--- src/rtl/multicycle_control_unit.sv ---
// Multi-cycle instruction control: one instruction in flight, stepped through
// DECODE, EXEC, MEM and WB with registered per-state datapath strobes.
module multicycle_control_unit #(
    parameter int INSTR_W     = 8,
    parameter int OP_W        = 4,
    parameter int REG_ADDR_W  = 2,
    parameter int SEL_W       = 8,
    parameter int MEM_TIMEOUT = 15,
    parameter int CNT_W       = 16
) (
    input  logic                  clk,
    input  logic                  rst,
    input  logic                  instr_valid,
    input  logic [INSTR_W-1:0]    instruction,
    output logic                  instr_ready,
    input  logic                  alu_zero,
    input  logic                  mem_ready,
    output logic [REG_ADDR_W-1:0] reg_addr_0,
    output logic [REG_ADDR_W-1:0] reg_addr_1,
    output logic [REG_ADDR_W-1:0] reg_addr_w,
    output logic [OP_W-1:0]       alu_op,
    output logic [SEL_W-1:0]      sel_w_source,
    output logic                  reg_w_en,
    output logic                  link_en,
    output logic                  mem_r_en,
    output logic                  mem_w_en,
    output logic                  pc_en,
    output logic                  pc_load,
    output logic                  mem_err,
    output logic                  busy,
    output logic [CNT_W-1:0]      instr_count
);

    localparam int WAIT_W = (MEM_TIMEOUT > 1) ? $clog2(MEM_TIMEOUT + 1) : 1;

    localparam logic [OP_W-1:0] OP_MOVE = OP_W'(4'h0);
    localparam logic [OP_W-1:0] OP_NOT  = OP_W'(4'h3);
    localparam logic [OP_W-1:0] OP_SLL  = OP_W'(4'h6);
    localparam logic [OP_W-1:0] OP_SRL  = OP_W'(4'h7);
    localparam logic [OP_W-1:0] OP_J    = OP_W'(4'h8);
    localparam logic [OP_W-1:0] OP_JAL  = OP_W'(4'h9);
    localparam logic [OP_W-1:0] OP_LW   = OP_W'(4'hA);
    localparam logic [OP_W-1:0] OP_SW   = OP_W'(4'hB);
    localparam logic [OP_W-1:0] OP_BEQ  = OP_W'(4'hC);
    localparam logic [OP_W-1:0] OP_BNE  = OP_W'(4'hD);
    localparam logic [OP_W-1:0] OP_ADDI = OP_W'(4'hE);
    localparam logic [OP_W-1:0] OP_LI   = OP_W'(4'hF);

    typedef enum logic [2:0] {
        ST_IDLE   = 3'd0,
        ST_DECODE = 3'd1,
        ST_EXEC   = 3'd2,
        ST_MEM    = 3'd3,
        ST_WB     = 3'd4
    } state_t;

    state_t                state_r;
    logic [INSTR_W-1:0]    instr_r;
    logic [WAIT_W-1:0]     wait_cnt_r;
    logic [OP_W-1:0]       op_s;
    logic [REG_ADDR_W-1:0] field_0_s;
    logic [REG_ADDR_W-1:0] field_1_s;
    logic                  timeout_s;

    // Write-back register: the B field for single-destination ops, the link
    // register for jal, and zero for three-operand ALU ops and non-writers.
    function automatic logic [REG_ADDR_W-1:0] wb_addr(
        input logic [OP_W-1:0]       op,
        input logic [REG_ADDR_W-1:0] f1
    );
        case (op)
            OP_MOVE, OP_NOT, OP_SLL, OP_SRL, OP_LW, OP_ADDI, OP_LI: wb_addr = f1;
            OP_JAL:  wb_addr = '1;
            default: wb_addr = '0;
        endcase
    endfunction

    assign op_s      = instr_r[INSTR_W-1 -: OP_W];
    assign field_0_s = instr_r[REG_ADDR_W-1:0];
    assign field_1_s = instr_r[2*REG_ADDR_W-1:REG_ADDR_W];
    assign timeout_s = (MEM_TIMEOUT != 0) && (wait_cnt_r == WAIT_W'(MEM_TIMEOUT - 1));

    assign instr_ready = ~rst & (state_r == ST_IDLE);
    assign busy        = (state_r != ST_IDLE);

    // Sequencer: state, latched fields, registered strobes and retire counter.
    always_ff @(posedge clk or posedge rst) begin
        if (rst) begin
            state_r      <= ST_IDLE;
            instr_r      <= '0;
            wait_cnt_r   <= '0;
            reg_addr_0   <= '0;
            reg_addr_1   <= '0;
            reg_addr_w   <= '0;
            alu_op       <= '0;
            sel_w_source <= '0;
            reg_w_en     <= 1'b0;
            link_en      <= 1'b0;
            mem_r_en     <= 1'b0;
            mem_w_en     <= 1'b0;
            pc_en        <= 1'b0;
            pc_load      <= 1'b0;
            mem_err      <= 1'b0;
            instr_count  <= '0;
        end else begin
            reg_w_en <= 1'b0;
            link_en  <= 1'b0;
            mem_r_en <= 1'b0;
            mem_w_en <= 1'b0;
            pc_en    <= 1'b0;
            pc_load  <= 1'b0;
            mem_err  <= 1'b0;
            case (state_r)
                ST_IDLE: begin
                    if (instr_valid) begin
                        instr_r <= instruction;
                        state_r <= ST_DECODE;
                    end else begin
                        state_r <= ST_IDLE;
                    end
                end
                ST_DECODE: begin
                    reg_addr_0   <= field_0_s;
                    reg_addr_1   <= field_1_s;
                    reg_addr_w   <= wb_addr(op_s, field_1_s);
                    alu_op       <= op_s;
                    sel_w_source <= (op_s == OP_LW) ? '1 : '0;
                    state_r      <= ST_EXEC;
                end
                ST_EXEC: begin
                    case (alu_op)
                        OP_J: begin
                            pc_load     <= 1'b1;
                            instr_count <= instr_count + CNT_W'(1);
                            state_r     <= ST_IDLE;
                        end
                        OP_LW: begin
                            mem_r_en   <= 1'b1;
                            wait_cnt_r <= '0;
                            state_r    <= ST_MEM;
                        end
                        OP_SW: begin
                            mem_w_en   <= 1'b1;
                            wait_cnt_r <= '0;
                            state_r    <= ST_MEM;
                        end
                        OP_BEQ, OP_BNE: begin
                            // Taken when the flag matches the branch sense.
                            if (alu_zero == (alu_op == OP_BEQ)) begin
                                pc_load <= 1'b1;
                            end else begin
                                pc_en <= 1'b1;
                            end
                            instr_count <= instr_count + CNT_W'(1);
                            state_r     <= ST_IDLE;
                        end
                        default: state_r <= ST_WB;
                    endcase
                end
                ST_MEM: begin
                    if (mem_ready) begin
                        if (alu_op == OP_LW) begin
                            state_r <= ST_WB;
                        end else begin
                            pc_en       <= 1'b1;
                            instr_count <= instr_count + CNT_W'(1);
                            state_r     <= ST_IDLE;
                        end
                    end else if (timeout_s) begin
                        mem_err     <= 1'b1;
                        pc_en       <= 1'b1;
                        instr_count <= instr_count + CNT_W'(1);
                        state_r     <= ST_IDLE;
                    end else begin
                        mem_r_en   <= (alu_op == OP_LW);
                        mem_w_en   <= (alu_op != OP_LW);
                        wait_cnt_r <= wait_cnt_r + WAIT_W'(1);
                        state_r    <= ST_MEM;
                    end
                end
                ST_WB: begin
                    reg_w_en <= 1'b1;
                    if (alu_op == OP_JAL) begin
                        link_en <= 1'b1;
                        pc_load <= 1'b1;
                    end else begin
                        pc_en <= 1'b1;
                    end
                    instr_count <= instr_count + CNT_W'(1);
                    state_r     <= ST_IDLE;
                end
                default: state_r <= ST_IDLE;
            endcase
        end
    end

endmodule

--- config.mk ---
export PLATFORM = sky130hd
export DESIGN_NAME = multicycle_control_unit
export DESIGN_NICKNAME = d
export VERILOG_FILES = /design/src/rtl/multicycle_control_unit.sv
export SDC_FILE = /design/constraint.sdc
export NUM_CORES = 1
export LEC_CHECK = 0
export ABC_AREA = 1
export BUFFER_PORTS_ARGS = -buffer_cell sky130_fd_sc_hd__buf_2
export CORE_MARGIN = 1
export CORE_UTILIZATION = 54
export DETAILED_ROUTE_END_ITERATION = 8
export MAX_ROUTING_LAYER = met4
export PLACE_DENSITY = 0.79
export SKIP_LAST_GASP = 1
export SYNTH_ARGS = -nofsm -noshare
export SYNTH_HDL_FRONTEND = slang
export SYNTH_SLANG_ARGS = --single-unit
--- constraint.sdc ---
create_clock -name clk -period 1.7 [get_ports clk]
set_input_delay 0.17 -clock clk [delete_from_list [all_inputs] [get_ports clk]]
set_output_delay 0.17 -clock clk [all_outputs]
set_load 0.01 [all_outputs]
==> results by group <==
Power and ir drop
  – Worst vdd ir: 0.0009328 V
  – P_leak: 0.001656 uW
  – P per Cell Area: 1502 nW/um^2

Critical path
  – Crit. End Element: flop
  – Max incr delay on CP: 0.47 ns
  – CP max FO: 13
  – Setup CP Type: reg -> reg
  – CP Data Required Time: 1.90 ns
  – Crit path max-delay family: simple AND/OR/NAND/NOR gates
  – Critical path cell sequence: nor2_2 -> nand2_1 -> nand2_2 -> nand2_8 -> buf_4 -> o21ai_0 -> nand2_1
  – WP data arrival: 1.74 ns
  – Startpoint Class: flop
  – CP Buf/Inv Count: 1
  – Crit path max-delay cell type: dfrtp_1
  – Most Frequent Cell on Critical Path: nand2_1

Global route
  – First-pass GRT wire length: 9294 microns
  – Pin count of the biggest net entering global routing: 29
  – All-Layer GR Usage: 0.2419
  – Met3 Use GR: 0.05271
  – Met1 GRT Util: 0.2886
  – Number of global-route vias before repair: 2,120
  – Met2 Track Usage GR: 0.4017
  – Grt total ovfl: 0
  – Initial antenna violation count: 0
  – Global-route layer with the greatest usage: met2

Drt
  – Drt pass-1 iters: 7
  – DR DRC count: 3
  – Vias: 2,309
  – Final wirelength: 5503 microns
  – Number of routed nets with antenna violations: 0
  – Wire per inst: 12.48 microns
  – Mean number of vias per cell: 5.236
  – Initial drt markers: 127

Die
  – Die ar.: 5056 sq um
  – Cell row count: 24
  – Core area: 4474 sq um
  – I/O pins: 56
  – Die Y: 71.11 microns
  – Initial core utilization: 0.5763
  – DIE WIDTH: 71.11 microns

Yosys
  – Largest cells by area after synthesis: dfrtp_1 48%, nand2_1 13%, nor2_1 6.0%, nand3_1 4.3%, inv_1 3.9%
  – Syn nets: 340
  – Area share of the largest cell type after synthesis: 0.4755
  – Synth Area per Inst: 7.959 sq um
  – Sequential fraction of the synthesis area: 0.4755
  – Area leader, netlist: dfrtp_1
  – Ys flop type: dfrtp_1
  – Post-Synthesis Cells: 324
  – Mapped cell area: 2579 sq um
  – Distinct cells, synth: 26
  – Async set-reset flop share out of synthesis: 1.000
  – Post-synth EDFFs: 0
  – Top cells by count, synth: 92 x nand2_1, 49 x dfrtp_1, 41 x nor2_1
  – Yosys warnings: 0
  – Count leader, synth: nand2_1
  – Number of synthesized register bits: 49

STA
  – Fin crit period: 1.544 ns
  – Hold slack: 0.05947 ns
  – FMAX: 0.6477 GHz
  – Hold Vio Cnt, Final: 0
  – Worst Tran Pin Value: 0.5622 ns
  – Max Slew Vio Count: 0
  – Final setup viols: 0
  – Worst slew margin: 0.6246
  – Worst clock skew: 0.008325 ns
  – Fin Setup TNS: 0 ns
  – RSZ-0062 raised after global routing: no
  – PnR worst setup slack: 0.1561 ns
  – Final Cycle Share: 0.9082

Finish
  – Layout cells sized above 1: 0.2648
  – Nets@finish: 406
  – Final Non-Filler Cells: 441
  – Final Cell Area: 3062 sq um
  – Layout Area Growth over Synthesis: 18.73%
  – Ant. Diodes: 0

Placement
  – HPWL reported at the end of detailed placement: 4102 microns
  – Number of cells after detailed placement: 429
  – Port buffer count: 55
  – Dpl cell area: 2895 sq um
  – Final GP Congestion: 0.9122
  – Placement Setup Slack: 0.07797 ns

CTS
  – CTS H-tree depth: 2
  – Root Buffer: clkbuf_8
  – TritonCTS buffer count: 5
  – Clock Pin Slew Worst Setup and Hold Paths: 0.09 ns
  – Clock Path Buffers: 2
  – CTS tree: built
  – Clk sink count: 49
  – Clock Latency Late Sink: 0.30 ns

Status
  – Status: finished, violations left
  – Failing checks: DRC

Run
  – Max Cap Viol: 0

Hold path
  – Worst hold path class: in -> reg
[power by group]
| part | internal [uW] | switching (uW) | total [uW] |
|---|---|---|---|
| Clock | 271 | 365 | 637 |
| Sequential | 1520 | 320 | 1840 |
| Combinational | 863 | 1260 | 2120 |
[cell type report]
| type | instances | area [sq um] |
|---|---|---|
| Inverter | 28 | 105.1 |
| Fill cell | 372 | 1413 |
| Sequential cell | 49 | 1227 |
| Timing Repair Buffer | 71 | 422.9 |
| Clock inverter | 1 | 5.005 |
| Tap cell | 52 | 65.06 |
| Clock buffer | 5 | 68.82 |
| Multi-Input combinational cell | 235 | 1167 |
[cells in the final DEF (no fill, tap or decap)]
master	n
nand4_1	8
buf_2	55
mux2_2	3
nor2_1	41
nand2_1	91
clkbuf_8	5
xnor2_1	3
nand2_2	12
dlygate4sd3_1	1
buf_12	2
nand2_8	1
o21bai_1	1
xor2_1	5
nand3_1	22
nor2_8	1
clkinv_2	1
dfrtp_2	1
ha_1	3
nand3_4	1
dfrtp_1	48
nand3_2	1
o21ai_0	16
nor3_1	4
a21oi_1	9
inv_2	3
buf_4	13
inv_1	25
nor2_2	3
nand2_4	1
o21ai_1	9
[timing repair]
item                                    in CTS  in global routing
hold buffers                                 1                  0
endpoints found under the setup margin       0                 16
resized for setup                            0                  5
endpoints found under the hold margin       25                  0
buffers inserted                             0                  5
[cell families after synthesis]
family | count (synthesis) | share of synthesized area
xor gates and xnor gates | 8 | 0.02717
and+or+nand+nor | 186 | 0.3217
muxes | 3 | 0.01310
DFF | 49 | 0.4755
adders and majority gates | 3 | 0.01456
AOI/OAI and AO/OA | 35 | 0.06890
buffers and inverters | 40 | 0.07908
[path summary, 6_finish.rpt]
check,from,to,slack [ns],depth (start not counted)
worst max-delay path,state_r[1],instr_count[5],0.16,7
worst min-delay path,mem_ready,mem_err,0.06,2
worst max register to register,state_r[1],instr_count[5],0.16,7
worst min register to register,instr_r[0],reg_addr_0[0],0.47,2
max in group asynchronous,rst,reg_addr_w[0],0.65,4
min in group asynchronous,rst,instr_count[7],0.50,3
[worst register-to-register path, cell delays in order, from the launching register on]
cell and delay (ns):
dfrtp_1 0.47, nor2_2 0.20, nand2_1 0.13, nand2_2 0.14
nand2_8 0.11, buf_4 0.17, o21ai_0 0.16, nand2_1 0.07
[metal layers]
layer / part of all wire / up-vias / wire, microns
met5: 0 / - / 0
met4: 0.023 / 0 / 125
met3: 0.045 / 13 / 250
met2: 0.49 / 67 / 2686
met1: 0.44 / 1064 / 2441
li1: - / 1165 / -
[per-stage QoR]
| step | util | power [uW] |
|---|---|---|
| floorplan | - | 3245 |
| global placement | 0.6471 | 3691 |
| detailed placement | 0.6471 | 3778 |
| CTS | 0.6658 | 4409 |
| global route | 0.6843 | 4955 |
| finish | 0.6843 | 4597 |
[registers in the layout (all words and copies together), names as in the netlist, 2 cells and up]
name and cells:
instr_count 16, instr_r 8, alu_op 4, wait_cnt_r 4, state_r 3, reg_addr_0 2
reg_addr_1 2, reg_addr_w 2
Power figures use the tool's default switching activity.
